`config.mk`:
```
export PLATFORM = sky130hd
export DESIGN_NAME = alu_share_ctrl
export DESIGN_NICKNAME = d
export VERILOG_FILES = /design/src/rtl/alu_share_ctrl.sv
export SDC_FILE = /design/constraint.sdc
export NUM_CORES = 1
export LEC_CHECK = 0
export CORE_ASPECT_RATIO = 2
export CORE_MARGIN = 2
export CORE_UTILIZATION = 39
export DETAILED_ROUTE_END_ITERATION = 16
export PLACE_DENSITY = 0.85
export REMOVE_ABC_BUFFERS = 1
export SLEW_MARGIN = 20
export SYNTH_ARGS = -nofsm -noshare
export SYNTH_HDL_FRONTEND = slang
export SYNTH_SLANG_ARGS = --single-unit
```
`constraint.sdc`:
```
create_clock -name clk -period 3.4 [get_ports clk]
set_input_delay 0.51 -clock clk [delete_from_list [all_inputs] [get_ports clk]]
set_output_delay 0.51 -clock clk [all_outputs]
set_load 0.01 [all_outputs]
```
`src/rtl/alu_share_ctrl.sv`:
```
// alu_share_ctrl: lets two requesters take turns using one shared ALU.
//   Requesters are chosen round-robin. The winner's operands are registered
//   onto the ALU inputs, the ALU result is captured one cycle later, and it is
//   returned on a tagged valid/ready response channel. Only one operation is
//   in flight at a time.
// Ports:
//   clk, rst                        clock (rising edge), synchronous active-high reset
//   reqN_valid/ready/a/b/op         request channel N (N = 0, 1)
//   alu_a, alu_b, alu_op            registered operands/opcode to the shared ALU
//   alu_result/zero/overflow        ALU outputs (combinational from alu_*)
//   resp_valid/ready                response handshake
//   resp_id, resp_result, resp_zero, resp_overflow, resp_illegal  captured response
module alu_share_ctrl #(
   parameter int unsigned WIDTH     = 32,
   parameter bit          PRIO_INIT = 1'b0
) (
   input  logic             clk,
   input  logic             rst,
   input  logic             req0_valid,
   output logic             req0_ready,
   input  logic [WIDTH-1:0] req0_a,
   input  logic [WIDTH-1:0] req0_b,
   input  logic [3:0]       req0_op,
   input  logic             req1_valid,
   output logic             req1_ready,
   input  logic [WIDTH-1:0] req1_a,
   input  logic [WIDTH-1:0] req1_b,
   input  logic [3:0]       req1_op,
   output logic [WIDTH-1:0] alu_a,
   output logic [WIDTH-1:0] alu_b,
   output logic [3:0]       alu_op,
   input  logic [WIDTH-1:0] alu_result,
   input  logic             alu_zero,
   input  logic             alu_overflow,
   output logic             resp_valid,
   input  logic             resp_ready,
   output logic             resp_id,
   output logic [WIDTH-1:0] resp_result,
   output logic             resp_zero,
   output logic             resp_overflow,
   output logic             resp_illegal
);

   typedef enum logic [1:0] {StIdle, StIssue, StCapture} state_t;

   state_t           state_q, state_d;
   logic             prio_q;
   logic             grant0, grant1, accept, win_id;
   logic [WIDTH-1:0] sel_a, sel_b;
   logic [3:0]       sel_op;
   logic             sel_legal;
   logic [WIDTH-1:0] alu_a_q, alu_b_q, res_q;
   logic [3:0]       alu_op_q;
   logic             id_q, illegal_q, rid_q, zero_q, ovf_q, rill_q;

   function automatic logic is_legal(input logic [3:0] op);
      case (op)
         4'b0000, 4'b0001, 4'b0010, 4'b0110, 4'b0111, 4'b1100: is_legal = 1'b1;
         default:                                              is_legal = 1'b0;
      endcase
   endfunction

   // Next state and grant
   always_comb begin
      state_d = state_q;
      grant0  = 1'b0;
      grant1  = 1'b0;
      case (state_q)
         StIdle: begin
            if (!rst) begin
               if (req0_valid && req1_valid) begin
                  grant0 = !prio_q;
                  grant1 = prio_q;
               end else begin
                  grant0 = req0_valid;
                  grant1 = req1_valid;
               end
            end
            if (grant0 || grant1) state_d = StIssue;
         end
         StIssue:   state_d = StCapture;
         StCapture: if (resp_ready) state_d = StIdle;
         default:   state_d = StIdle;
      endcase
   end

   assign accept    = grant0 | grant1;
   assign win_id    = grant1;
   assign sel_a     = win_id ? req1_a  : req0_a;
   assign sel_b     = win_id ? req1_b  : req0_b;
   assign sel_op    = win_id ? req1_op : req0_op;
   assign sel_legal = is_legal(sel_op);

   always_ff @(posedge clk) begin
      if (rst) begin
         state_q   <= StIdle;
         prio_q    <= PRIO_INIT;
         alu_a_q   <= '0;
         alu_b_q   <= '0;
         alu_op_q  <= '0;
         id_q      <= 1'b0;
         illegal_q <= 1'b0;
         res_q     <= '0;
         rid_q     <= 1'b0;
         zero_q    <= 1'b0;
         ovf_q     <= 1'b0;
         rill_q    <= 1'b0;
      end else begin
         state_q <= state_d;
         if (accept) begin
            // Pointer always moves away from the winner, even with a single requester.
            prio_q    <= ~win_id;
            alu_a_q   <= sel_legal ? sel_a  : '0;
            alu_b_q   <= sel_legal ? sel_b  : '0;
            alu_op_q  <= sel_legal ? sel_op : 4'b0000;
            id_q      <= win_id;
            illegal_q <= !sel_legal;
         end
         if (state_q == StIssue) begin
            res_q  <= illegal_q ? '0 : alu_result;
            zero_q <= !illegal_q && alu_zero;
            // Overflow is only meaningful for add and sub.
            ovf_q  <= !illegal_q && alu_overflow &&
                      ((alu_op_q == 4'b0010) || (alu_op_q == 4'b0110));
            rill_q <= illegal_q;
            rid_q  <= id_q;
         end
      end
   end

   assign req0_ready    = grant0;
   assign req1_ready    = grant1;
   assign alu_a         = alu_a_q;
   assign alu_b         = alu_b_q;
   assign alu_op        = alu_op_q;
   assign resp_valid    = (state_q == StCapture);
   assign resp_id       = rid_q;
   assign resp_result   = res_q;
   assign resp_zero     = zero_q;
   assign resp_overflow = ovf_q;
   assign resp_illegal  = rill_q;

endmodule

```
* Word level (Yosys, flattened, before mapping)
Index checks and enable logic that the tools add are counted.
** Cells by class
- Equality and inequality tests :: 11
- Reduce and logical (&&, ||, !) cells :: 13
- Bitwise logic cells :: 2
- Multiplexer cells :: 19
** Operator list (count)
- $mux 32 :: 5
- $eq 4x3->1 const B :: 3
- $mux 1 :: 9
- $eq 4x2->1 const B :: 2
- $mux 4 :: 2
- $pmux 2 s3 :: 1
- $reduce_or 6->1 :: 1
- $eq 4x1->1 const B :: 1
- $eq 4x4->1 const B :: 1
- $logic_and 1x1->1 :: 4
- $logic_not 4->1 :: 1
- $mux 2 :: 2
- $logic_not 1->1 :: 3
- $eq 2x1->1 const B :: 1
- $eq 2x2->1 const B :: 1
- $logic_not 2->1 :: 1
- $logic_or 1x1->1 :: 2
- $ne 2x1->1 const B :: 1
- $ne 2x2->1 const B :: 1
- $reduce_and 2->1 :: 1
- $not 1->1 :: 1
- $or 1x1->1 :: 1
** Word-level totals
- Register bits :: 109
- Logic and storage cells :: 57
- Output and inout bits :: 107
- Bits of input ports :: 175

* Depth between registers and ports, before layout
Gate-level depths: netlist of the first run.
- Depth after elaboration :: 10
- Gate-level depth with buffers :: 7

* Worst setup path before layout of the first run
No wires, ideal clock.
- Kind :: input to register
- From :: input port rst
- To :: register alu_b_q[10] (netlist: alu_b[10])
- Arrival time :: 1.444 ns
- Stages on the path :: 6
- Required time :: 3.282 ns
- Slack :: 1.838 ns
- Cell sequence :: nor3_2 -> nand3_2 -> buf_4 -> buf_2 -> mux2i_1 -> o2bb2ai_1
** On the way
- Cells in the longest elaborated chain, start to end :: 8
- Elaborated cells on any way between the ends :: 18
- Classes of those cells :: 5 x eq/ne; 10 x mux; 1 x bitwise; 2 x reduce/logical
** Ends and longest elaborated chain
- start, declared :: line 18 : input logic rst,
- $mux 1 :: line 70 : if (!rst) begin
- $mux 1 (2 in a row) :: line 68 : case (state_q)
- $mux 4 :: line 91 : assign sel_op = win_id ? req1_op : req0_op;
- $eq 4x1->1, or another cell as far along :: line 57 : case (op)
- $reduce_or 6->1 :: line 57
- $mux 1 :: line 57
- $mux 32 :: line 114 : alu_b_q <= sel_legal ? sel_b : '0;
- end signal, assigned :: line 114
- end, declared :: line 52 : logic [WIDTH-1:0] alu_a_q, alu_b_q, res_q;
Parallel ways exist; a longest one is shown, timed or not. The select of a mux whose other input is x is not followed.
A chain may end at the register's enable or synchronous reset.

* Worst setup path in the final report of the first run
- From :: input port rst
- To :: output port req0_ready
** On the way
- Cells in the longest elaborated chain, start to end :: 3
** Ends and longest elaborated chain
- $mux 1 :: line 70
- $mux 1 (2 in a row) :: line 68
- end, declared :: line 20 : output logic req0_ready,
No other way between the ends. The select of a mux whose other input is x is not followed.

==> results of run 1 <==
-- worst max-delay path by stage --
stage / end / slack, ns / depth (start not counted)
2_1_floorplan: illegal_q / -0.48 / 5
6_report: req0_ready / 0.75 / 4
5_1_grt: req0_ready / 0.67 / 4
4_1_cts: req0_ready / 0.70 / 4
3_3_place_gp: req0_ready / 0.73 / 4
3_5_place_dp: req0_ready / 0.71 / 4
-- kinds of logic after synthesis --
family	count (synthesis)
mux	69
compound gates	111
flops	109
xor+xnor	2
simple gates	91
buf+inv	39
-- power groups by stage --
stage / clock network [W] / registers [W] / logic (W)
after global placement: 0 / 0.00143 / 0.000687
after global routing: 0.00112 / 0.00142 / 0.000751
after floorplan: 0 / 0.00148 / 0.000216
final: 0.00104 / 0.00141 / 0.000701
after CTS: 0.00107 / 0.00141 / 0.000707
after detailed placement: 0 / 0.00143 / 0.000704
-- critical path: stages --
cell	delay (ns)
sky130_fd_sc_hd__clkdlybuf4s50_1	0.49
sky130_fd_sc_hd__nor3_2	0.28
sky130_fd_sc_hd__and3_1	0.28
sky130_fd_sc_hd__clkdlybuf4s50_1	0.57
-- final cells by class --
cell class,count,area [um^2]
Fill cell,852,3600
Tap cell,142,178
Multi-Input combinational cell,273,2080
Sequential cell,109,2180
Clock buffer,9,225
Clock inverter,6,68.8
Timing Repair Buffer,288,2880
Inverter,2,7.51
-- placed cells by master (no fill, tap or decap) --
cell                              instances
sky130_fd_sc_hd__a211o_1                  2
sky130_fd_sc_hd__a21oi_1                 34
sky130_fd_sc_hd__a22oi_2                  1
sky130_fd_sc_hd__a311oi_1                 1
sky130_fd_sc_hd__and2_1                   1
sky130_fd_sc_hd__and3_1                   1
sky130_fd_sc_hd__buf_12                   1
sky130_fd_sc_hd__buf_4                    6
sky130_fd_sc_hd__bufinv_16                1
sky130_fd_sc_hd__clkbuf_16                9
sky130_fd_sc_hd__clkdlybuf4s50_1        281
sky130_fd_sc_hd__clkinv_2                 1
sky130_fd_sc_hd__clkinvlp_4               1
sky130_fd_sc_hd__dfxtp_1                109
sky130_fd_sc_hd__inv_1                    1
sky130_fd_sc_hd__inv_2                    1
sky130_fd_sc_hd__inv_6                    3
sky130_fd_sc_hd__mux2i_1                 69
sky130_fd_sc_hd__nand2_1                  5
sky130_fd_sc_hd__nand2b_1                 2
sky130_fd_sc_hd__nand2b_2                 1
sky130_fd_sc_hd__nand3_1                  1
sky130_fd_sc_hd__nand3_4                  1
sky130_fd_sc_hd__nand3b_1                 2
sky130_fd_sc_hd__nand4b_1                 2
sky130_fd_sc_hd__nor2_1                  37
sky130_fd_sc_hd__nor2_4                   1
sky130_fd_sc_hd__nor2b_1                  1
sky130_fd_sc_hd__nor3_1                   2
sky130_fd_sc_hd__nor3_2                   1
sky130_fd_sc_hd__nor3b_1                 33
sky130_fd_sc_hd__o211a_1                  1
sky130_fd_sc_hd__o21a_1                   1
sky130_fd_sc_hd__o21ai_0                  2
sky130_fd_sc_hd__o2bb2ai_1               67
sky130_fd_sc_hd__o311ai_1                 2
sky130_fd_sc_hd__xnor2_1                  2
-- flip-flops by register name, summed over array words and instances, names as in the netlist --
| signal | flops |
|---|---|
| alu_a | 32 |
| alu_b | 32 |
| resp_result | 32 |
| alu_op | 4 |
| state_q | 2 |
| id_q | 1 |
| illegal_q | 1 |
| prio_q | 1 |
| resp_id | 1 |
| resp_illegal | 1 |
| resp_overflow | 1 |
| resp_zero | 1 |
-- stage by stage --
| stage | cell area [um^2] | cells | worst slack [ns] | TNS [ns] |
|---|---|---|---|---|
| after global placement | 7330 | 814 | 0.727 | 0 |
| final | 7620 | 829 | 0.752 | 0 |
| after CTS | 7620 | 829 | 0.699 | 0 |
| after detailed placement | 7330 | 814 | 0.709 | 0 |
| after global routing | 7620 | 829 | 0.667 | 0 |
| after floorplan | 4250 | 384 | -0.481 | -25.39 |
-- routing by layer --
metal / GRT usage [%] / vias up
met4: 9.77 / 0
met3: 6.48 / 32
li1: - / 2081
met2: 40.9 / 189
met5: 0 / -
met1: 23.2 / 2005
==> Implementation_results.wiki, run 1 <==
{| class="wikitable"
! Metric !! Value
|-
| Gates resized, CTS repair || 0
|-
| Row Count || 55
|-
| Wire length on met3 || around 1.0 mm
|-
| Max-cap violation count || 0
|-
| Routed wire length per instance || 17.2 um
|-
| Compound-Gate Fraction of Synth Area || 19.0%
|-
| Result of the run || finished, final reports clean
|-
| Initial detailed-routing violation count || around 130
|-
| HPWL after detailed placement || 10.9 mm
|-
| Total net switching power || 0.000795 W
|-
| Buffer cell driving the clock tree root || sky130_fd_sc_hd__clkbuf_16
|-
| Maximum buffer depth of the clock tree || 2
|-
| Number of different library cells in the post-synthesis netlist || 32
|-
| RSZ-0062 raised after global routing || false
|-
| Sequential element share of the synthesized area || 49.3%
|-
| Pre-antenna DRT Iters || 4
|-
| Met2 routed wirelength || 7.61 mm
|-
| CTS tree || built
|-
| Remaining Overflow, GRT || 0
|-
| Area of the core region || 11200 um^2
|-
| Proportion of register bits with asynchronous set or reset after synthesis || 0%
|-
| Classification of the worst setup path || in2out
|-
| Final hold slack || 0.466 ns
|-
| Final critical-path share of the clock period || 77.9%
|-
| Die height || 155 um
|-
| First-pass GRT wire length || 21.5 mm
|-
| Vias/cell || 5.20
|-
| Hold buffers post-CTS || 0
|-
| Relative slew slack || between 30% and 40%
|-
| Origin of the worst setup path || rst
|-
| Initial core utilization || 39.5%
|-
| Simple-Gate Fraction of Synth Area || 11.6%
|-
| Weighted congestion reported at the end of routability-driven placement || 0.809
|-
| Number of buffers added for setup after CTS || 0
|-
| Final #Nets || 858
|-
| Reg-to-reg startpoint || state_q[1]
|-
| Highest net fanout along the worst path || 3
|-
| Main combinational cell family by area after synthesis || compound AO/OA/AOI/OAI gates
|-
| Clock sink total || 109
|-
| Launch instance of the worst min-delay path || alu_b[11]
|-
| Top area cells in the synthesized netlist || sky130_fd_sc_hd__dfxtp_1 49%, sky130_fd_sc_hd__mux2i_1 16%, sky130_fd_sc_hd__o2bb2ai_1 13%
|-
| Mux contribution to synthesized area || 15.6%
|-
| HP Class || reg2reg
|-
| Mean instance size in the synthesized netlist || 10.5 um^2
|-
| Most common flop cell mapped by yosys || sky130_fd_sc_hd__dfxtp_1
|-
| Via count of the first global-routing pass || 4368
|-
| Portion of total power attributed to the clock network || 33.0%
|-
| Comb power frac || 22.3%
|-
| Maximum clock rate || 378 MHz
|-
| Diode count || 0
|-
| Global-route usage over all layers || roughly 22%
|-
| Via count || 4307
|-
| ANT nets after route || 0
|-
| Post-synthesis share of cell area spent on xor and xnor gates || 0.396%
|-
| Clock transition time at the flip-flop clock pins of the worst setup and hold paths || 0.07 ns
|-
| PnR Total Power || 0.00315 W
|-
| Share of total power in sequential cells || roughly 45%
|-
| End of the worst register-to-register path || resp_result[29]
|-
| Layout cell share with drive strength beyond 1 || 4.08%
|-
| Number of levels in the clock H-tree || 3
|-
| Final Skew || 0.00950 ns
|-
| Final count of negative-setup-slack endpoints || 0
|-
| Max VDD drop || ~0.00030 V
|-
| Cell area after synthesis || 4430 um^2
|-
| Hold-critical path depth || 1
|-
| End of the worst hold path || alu_b[11]
|-
| Top Metal Used || met4
|-
| Post-synthesis adder-cell area fraction || 0%
|-
| Critical Path Source Type || input pin
|-
| Area Overhead vs Synth || 72.2%
|-
| Number of placed I/O pins || 282
|-
| Worst path required time || between 2 and 3 ns
|-
| Worst Path Arrival || 2.14 ns
|-
| Number of slew-limit violations in the final report || 0
|-
| Fraction of post-synthesis cell area in the top cell type by area || 49.3%
|-
| Minimum setup slack among reg-to-reg paths || 1.48 ns
|-
| Routed length on met1 || between 5 and 6 mm
|-
| Pin slew with the least headroom to its limit || ~0.96 ns
|-
| Time the final worst path needs with I/O delays and setup || 2.65 ns
|-
| Cell type with the highest aggregate area in the netlist || sky130_fd_sc_hd__dfxtp_1
|-
| Antenna violations before repair || 0
|-
| Total CTS buffers || 9
|-
| PwrDens || 413 nW/um^2
|-
| Drc violations || 0
|-
| Yosys warning total || 0
|-
| Leading cell types by count after synthesis || 109 x sky130_fd_sc_hd__dfxtp_1, 69 x sky130_fd_sc_hd__mux2i_1, 67 x sky130_fd_sc_hd__o2bb2ai_1
|-
| Cell leakage power || ~3 nW
|-
| Most repeated cell in the gate-level netlist after synthesis || sky130_fd_sc_hd__dfxtp_1
|-
| Final hold violations || 0
|-
| Total Die Area || 12300 um^2
|-
| Cell-internal power || ~0.0024 W
|-
| Final core utilization || 67.9%
|-
| Number of synthesized flops with an enable pin || 0
|-
| Element type at the critical path end || output pin
|-
| # port buffers || 281
|-
| Number of register bits inferred by synthesis || between 100 and 150
|-
| Pin count of the biggest net entering global routing || 69
|-
| Post-Synthesis Cells || 421
|-
| Number of cell instances on the worst register-to-register path || 5
|-
| Net switching fraction of the power || 25.3%
|-
| Total Wirelength || around 14 mm
|-
| X dimension of the die || 79.3 um
|-
| Clk Latency, worst-skew pair || around 0.34 ns
|}
No activity file was read; power rests on OpenSTA's default activity.
==> run 2: changes to the inputs <==
Settings changed: CORE_UTILIZATION 39 to 37, PLACE_DENSITY 0.85 to 0.81.
Clock period 3.4 ns to 2.46 ns, I/O delays scaled along.
==> Implementation_results.wiki, run 2 (synthesized netlist as in run 1, its figures left out) <==
{| class="wikitable"
! Metric !! Value
|-
| Clock transition time at the flip-flop clock pins of the worst setup and hold paths || 0.06 ns
|-
| PwrDens || 579 nW/um^2
|-
| Initial detailed-routing violation count || 145
|-
| Final WS setup || ~0.22 ns
|-
| HPWL after detailed placement || 11.2 mm
|-
| Final critical-path share of the clock period || 91.0%
|-
| Critical Path Source Type || input pin
|-
| Row Count || 56
|-
| Kind of cell adding the most delay to the critical path || buffers and inverters
|-
| Pin count of the biggest net entering global routing || between 60 and 70
|-
| Diode count || 0
|-
| # port buffers || 281
|-
| Worst-path cell chain || clkdlybuf4s50_1 > nor3_2 > buf_4 > nand3_4 > inv_2 > clkdlybuf4s50_1
|-
| Setup TNS || 0 ns
|-
| Initial core utilization || 37.8%
|-
| Placement-stage worst setup slack || -0.0523 ns
|-
| Time the final worst path needs with I/O delays and setup || 2.24 ns
|-
| Via count || 4300
|-
| Global-route usage over all layers || a little over a fifth
|-
| Total net switching power || 0.00110 W
|-
| Cell leakage power || between 3 and 4 nW
|-
| Hold buffers post-CTS || 0
|-
| Result of the run || finished, final reports clean
|-
| Register Area || 2180 um^2
|-
| Share of total power in sequential cells || 43.5%
|-
| First-pass GRT wire length || roughly 21 mm
|-
| Number of buffers added for setup after CTS || 0
|-
| Crit-path most repeated cell || sky130_fd_sc_hd__clkdlybuf4s50_1
|-
| Worst path required time || 2.09 ns
|-
| Drc violations || 0
|-
| Pin slew with the least headroom to its limit || about 0.50 ns
|-
| Most common cell after layout, fill and taps aside || sky130_fd_sc_hd__clkdlybuf4s50_1
|-
| ANT nets after route || 0
|-
| Area Overhead vs Synth || 74.8%
|-
| Pre-antenna DRT Iters || 4
|-
| HP Class || reg2reg
|-
| Number of placed I/O pins || 282
|-
| Final Skew || 0.0103 ns
|-
| Clock sink total || 109
|-
| Most used cells in the layout excluding fill and tap cells || 281 x sky130_fd_sc_hd__clkdlybuf4s50_1, 109 x sky130_fd_sc_hd__dfxtp_1, 69 x sky130_fd_sc_hd__mux2i_1, 67 x sky130_fd_sc_hd__o2bb2ai_1, 37 x sky130_fd_sc_hd__nor2_1
|-
| Buffer cell driving the clock tree root || sky130_fd_sc_hd__clkbuf_16
|-
| Cell area after layout || 7730 um^2
|-
| Final core utilization || between 60% and 70%
|-
| Highest net fanout along the worst path || 5
|-
| Number of slew-limit violations in the final report || 0
|-
| Max VDD drop || 0.000333 V
|-
| Number of levels in the clock H-tree || 3
|-
| X dimension of the die || 81.3 um
|-
| Footprint of the multi-input gates || 2080 um^2
|-
| Final count of negative-setup-slack endpoints || 0
|-
| Portion of total power attributed to the clock network || 34.3%
|-
| Total Wirelength || ~14 mm
|-
| Maximum buffer depth of the clock tree || 2
|-
| Maximum clock rate || about 450 MHz
|-
| Largest stage delay on the critical path || 0.55 ns
|-
| Classification of the worst setup path || in2out
|-
| Routed wire length per instance || approximately 17 um
|-
| Vias/cell || 5.13
|-
| Die height || 159 um
|-
| CTS tree || built
|-
| Clk Latency, worst-skew pair || 0.34 ns
|-
| Via count of the first global-routing pass || 4346
|-
| Worst Path Arrival || 1.87 ns
|-
| Area of the core region || 11700 um^2
|-
| Max-cap violation count || 0
|-
| Comb power frac || between 20% and 30%
|-
| Cell-internal power || roughly 0.0034 W
|-
| Net switching fraction of the power || 24.6%
|-
| Total CTS buffers || 9
|-
| Element type at the critical path end || output pin
|-
| Max stage delay cell, worst path || sky130_fd_sc_hd__clkdlybuf4s50_1
|-
| Buffers and inverters on the worst path || 4
|-
| Final hold violations || 0
|-
| RSZ-0062 raised after global routing || false
|-
| Final #Nets || 864
|-
| Antenna violations before repair || 0
|-
| Instance area at placement || 7390 um^2
|-
| Gates resized, CTS repair || 0
|-
| Layout cell share with drive strength beyond 1 || 5.04%
|-
| PnR Total Power || 0.00448 W
|-
| Relative slew slack || 66.8%
|-
| Weighted congestion reported at the end of routability-driven placement || between 0.8 and 0.9
|-
| Count of filler cells inserted in the layout || approximately 930
|-
| Remaining Overflow, GRT || 0
|-
| Total Die Area || 12900 um^2
|}
run 2: power groups by stage:
stage,sequential [W],clock (W),combinational [W]
floorplan,0.00204,0,0.000299
global placement,0.00198,0,0.000970
detailed placement,0.00199,0,0.000994
CTS,0.00195,0.00158,0.000998
global route,0.00196,0.00165,0.00107
finish,0.00195,0.00154,0.000993
run 2: final timing paths:
path                            depth (start not counted)    endpoint  slack [ns]        from
worst max-delay path                                    6  req1_ready        0.22         rst
worst min register to register                          1    alu_a[3]        0.46    alu_a[3]
worst min-delay path                                    1    alu_a[3]        0.46    alu_a[3]
worst max register to register                          7   alu_a[23]        0.77  state_q[0]
run 2: per-stage QoR:
stage | hold slack, ns | std cells
floorplan | 0.435 | 384
global placement | 0.443 | 822
detailed placement | 0.445 | 822
CTS | 0.467 | 838
global route | 0.480 | 839
finish | 0.463 | 839
run 2: layout make-up:
type / count / area share [%]
inverter: 2 / 0.0971
tap: 145 / 2.35
timing repair buffer: 294 / 38.3
sequential: 109 / 28.2
clock buffer: 9 / 2.91
multi-input combinational: 273 / 26.9
clock inverter: 7 / 1.25
run 2: worst register-to-register path: stages, from the launching register on:
cell and delay, ns:
sky130_fd_sc_hd__dfxtp_1 0.39, sky130_fd_sc_hd__nor3_2 0.07, sky130_fd_sc_hd__buf_4 0.15, sky130_fd_sc_hd__and3_1 0.17, sky130_fd_sc_hd__buf_4 0.14, sky130_fd_sc_hd__a22oi_2 0.19, sky130_fd_sc_hd__buf_12 0.31, sky130_fd_sc_hd__o2bb2ai_1 0.17
run 2: per-layer routing:
layer | up-vias | wire length, um | track usage [%]
met5 | - | 0 | 0
met4 | 0 | 439 | 8.72
met3 | 28 | 1080 | 5.44
met2 | 194 | 8050 | 40.9
met1 | 1989 | 4810 | 21.5
li1 | 2089 | - | -
==> run 3: changes to the inputs <==
Settings changed: GPL_TIMING_DRIVEN set to 0.
==> Implementation_results.wiki, run 3 (synthesized netlist as in run 1, its figures left out) <==
{| class="wikitable"
! Metric !! Value
|-
| Result of the run || finished, final reports clean
|-
| Row Count || 56
|-
| Final critical-path share of the clock period || a little over nine tenths
|-
| Final hold slack || between 0.4 and 0.5 ns
|-
| Setup TNS || 0 ns
|-
| RSZ-0062 raised after global routing || false
|-
| ANT nets after route || 0
|-
| HP Class || in2reg
|-
| Portion of total power attributed to the clock network || 32.1%
|-
| Number of placed I/O pins || 282
|-
| Placed cell count || 818
|-
| Top Metal Used || met4
|-
| Cell leakage power || approximately 3.1 nW
|-
| Classification of the worst setup path || reg2out
|-
| Comb power frac || ~23%
|-
| Count of filler cells inserted in the layout || approximately 960
|-
| Buffer cell driving the clock tree root || sky130_fd_sc_hd__clkbuf_16
|-
| Global-route usage over all layers || 22.1%
|-
| Clock transition time at the flip-flop clock pins of the worst setup and hold paths || 0.08 ns
|-
| HPWL after detailed placement || 11.0 mm
|-
| Element type at the critical path end || output pin
|-
| Worst path required time || 2.09 ns
|-
| Maximum clock rate || 424 MHz
|-
| Final core utilization || 65.9%
|-
| Vias/cell || 5.19
|-
| Die height || about 160 um
|-
| Pin slew with the least headroom to its limit || about 0.70 ns
|-
| Via count || 4348
|-
| Number of slew-limit violations in the final report || 0
|-
| Area of the core region || 11700 um^2
|-
| CTS tree || built
|-
| Maximum buffer depth of the clock tree || 2
|-
| Final Skew || 0.0105 ns
|-
| # port buffers || 281
|-
| Routed length on met1 || between 4 and 5 mm
|-
| First-pass GRT wire length || 22.1 mm
|-
| Final count of negative-setup-slack endpoints || 0
|-
| Cell-internal power || ~0.0032 W
|-
| Most common cell after layout, fill and taps aside || sky130_fd_sc_hd__clkdlybuf4s50_1
|-
| Share of total power in sequential cells || between 40% and 50%
|-
| Wire length on met3 || 1.18 mm
|-
| X dimension of the die || 81.3 um
|-
| Number of cell instances on the worst register-to-register path || 9
|-
| Total Wirelength || 14.5 mm
|-
| Antenna violations before repair || 0
|-
| Most used cells in the layout excluding fill and tap cells || 280 x sky130_fd_sc_hd__clkdlybuf4s50_1, 108 x sky130_fd_sc_hd__dfxtp_1, 69 x sky130_fd_sc_hd__mux2i_1, 67 x sky130_fd_sc_hd__o2bb2ai_1, 37 x sky130_fd_sc_hd__nor2_1
|-
| Initial detailed-routing violation count || about 120
|-
| Drc violations || 0
|-
| Number of levels in the clock H-tree || 3
|-
| Layout cell share with drive strength beyond 1 || 4.91%
|-
| Time the final worst path needs with I/O delays and setup || 2.36 ns
|-
| Met2 routed wirelength || slightly below 8 mm
|-
| Clock sink total || approximately 110
|-
| Initial core utilization || 37.8%
|-
| Max VDD drop || 0.000298 V
|-
| Final #Nets || 862
|-
| Total net switching power || ~0.0011 W
|-
| Max-cap violation count || 0
|-
| Finished Layout Cells || roughly 840
|-
| Hold-critical path depth || 2
|-
| Routed wire length per instance || 17.3 um
|-
| Highest net fanout along the worst path || 4
|-
| Diode count || 0
|-
| Final hold violations || 0
|-
| Total CTS buffers || 9
|-
| PwrDens || 561 nW/um^2
|-
| Area Overhead vs Synth || 74.1%
|-
| Weighted congestion reported at the end of routability-driven placement || 0.784
|-
| Clk Latency, worst-skew pair || 0.34 ns
|-
| Pin count of the biggest net entering global routing || 72
|-
| Net switching fraction of the power || 26.4%
|-
| Total Die Area || 12900 um^2
|-
| Critical Path Source Type || flop
|-
| Relative slew slack || 53.6%
|-
| PnR Total Power || 0.00433 W
|-
| Remaining Overflow, GRT || 0
|-
| Worst Path Arrival || 1.99 ns
|-
| Via count of the first global-routing pass || 4606
|-
| Pre-antenna DRT Iters || 4
|}
==> run 3: cell types whose count changed in the layout (fill, tap and decap cells not counted), sizes merged <==
cell / delta
clkinv: -1
clkbuf: +1
clkdlybuf4s50: -1
bufinv: -2
nand3: +1
buf: -2
inv: +1
clkinvlp: +1
==> run 3: final timing paths <==
check	start	endpoint	slack (ns)
worst max-delay path	state_q[0]	req0_ready	0.10
worst min-delay path	rst	resp_result[15]	0.45
worst max register to register	state_q[0]	alu_b[10]	0.27
worst min register to register	alu_b[1]	alu_b[1]	0.47
==> run 3: what timing repair did <==
action,CTS,global route
resized for setup,1,0
setup endpoints to repair,55,0
hold buffers,0,0
setup buffers,2,0
==> run 3: per-layer routing <==
metal / vias up / GRT usage [%]
li1: 2097 / -
met1: 2027 / 22.2
met2: 198 / 41.2
met3: 26 / 6.46
met4: 0 / 8.64
met5: - / 0
==> run 3: area by class of cell <==
class                           instances  area [um^2]  share of cell area, %
Timing Repair Buffer                  291         2950                   38.3
Clock buffer                           10          229                   2.97
Tap cell                              145          181                   2.35
Sequential cell                       109         2180                   28.3
Inverter                                2         7.51                 0.0974
Clock inverter                          6         56.3                  0.731
Multi-Input combinational cell        274         2100                   27.2
==> run 3: worst max-delay path: stages, from the launching register on <==
cell                              delay (ns)
sky130_fd_sc_hd__dfxtp_1                0.36
sky130_fd_sc_hd__nor3_2                 0.41
sky130_fd_sc_hd__and3_1                 0.32
sky130_fd_sc_hd__clkdlybuf4s50_1        0.57
==> run 3: power groups by stage <==
stage          clock network (W)  registers (W)  logic [W]
3_5_place_dp                   0        0.00200   0.000975
3_3_place_gp                   0        0.00199   0.000937
5_1_grt                  0.00150        0.00198    0.00105
2_1_floorplan                  0        0.00204   0.000299
6_report                 0.00139        0.00196   0.000977
4_1_cts                  0.00143        0.00196   0.000988
==> run 3: per-stage QoR <==
step / setup slack [ns] / area [um^2]
global placement: -4.24 / 7250
global route: 0.00717 / 7710
finish: 0.103 / 7710
floorplan: -1.28 / 4250
detailed placement: -1.04 / 7390
CTS: 0.0705 / 7710
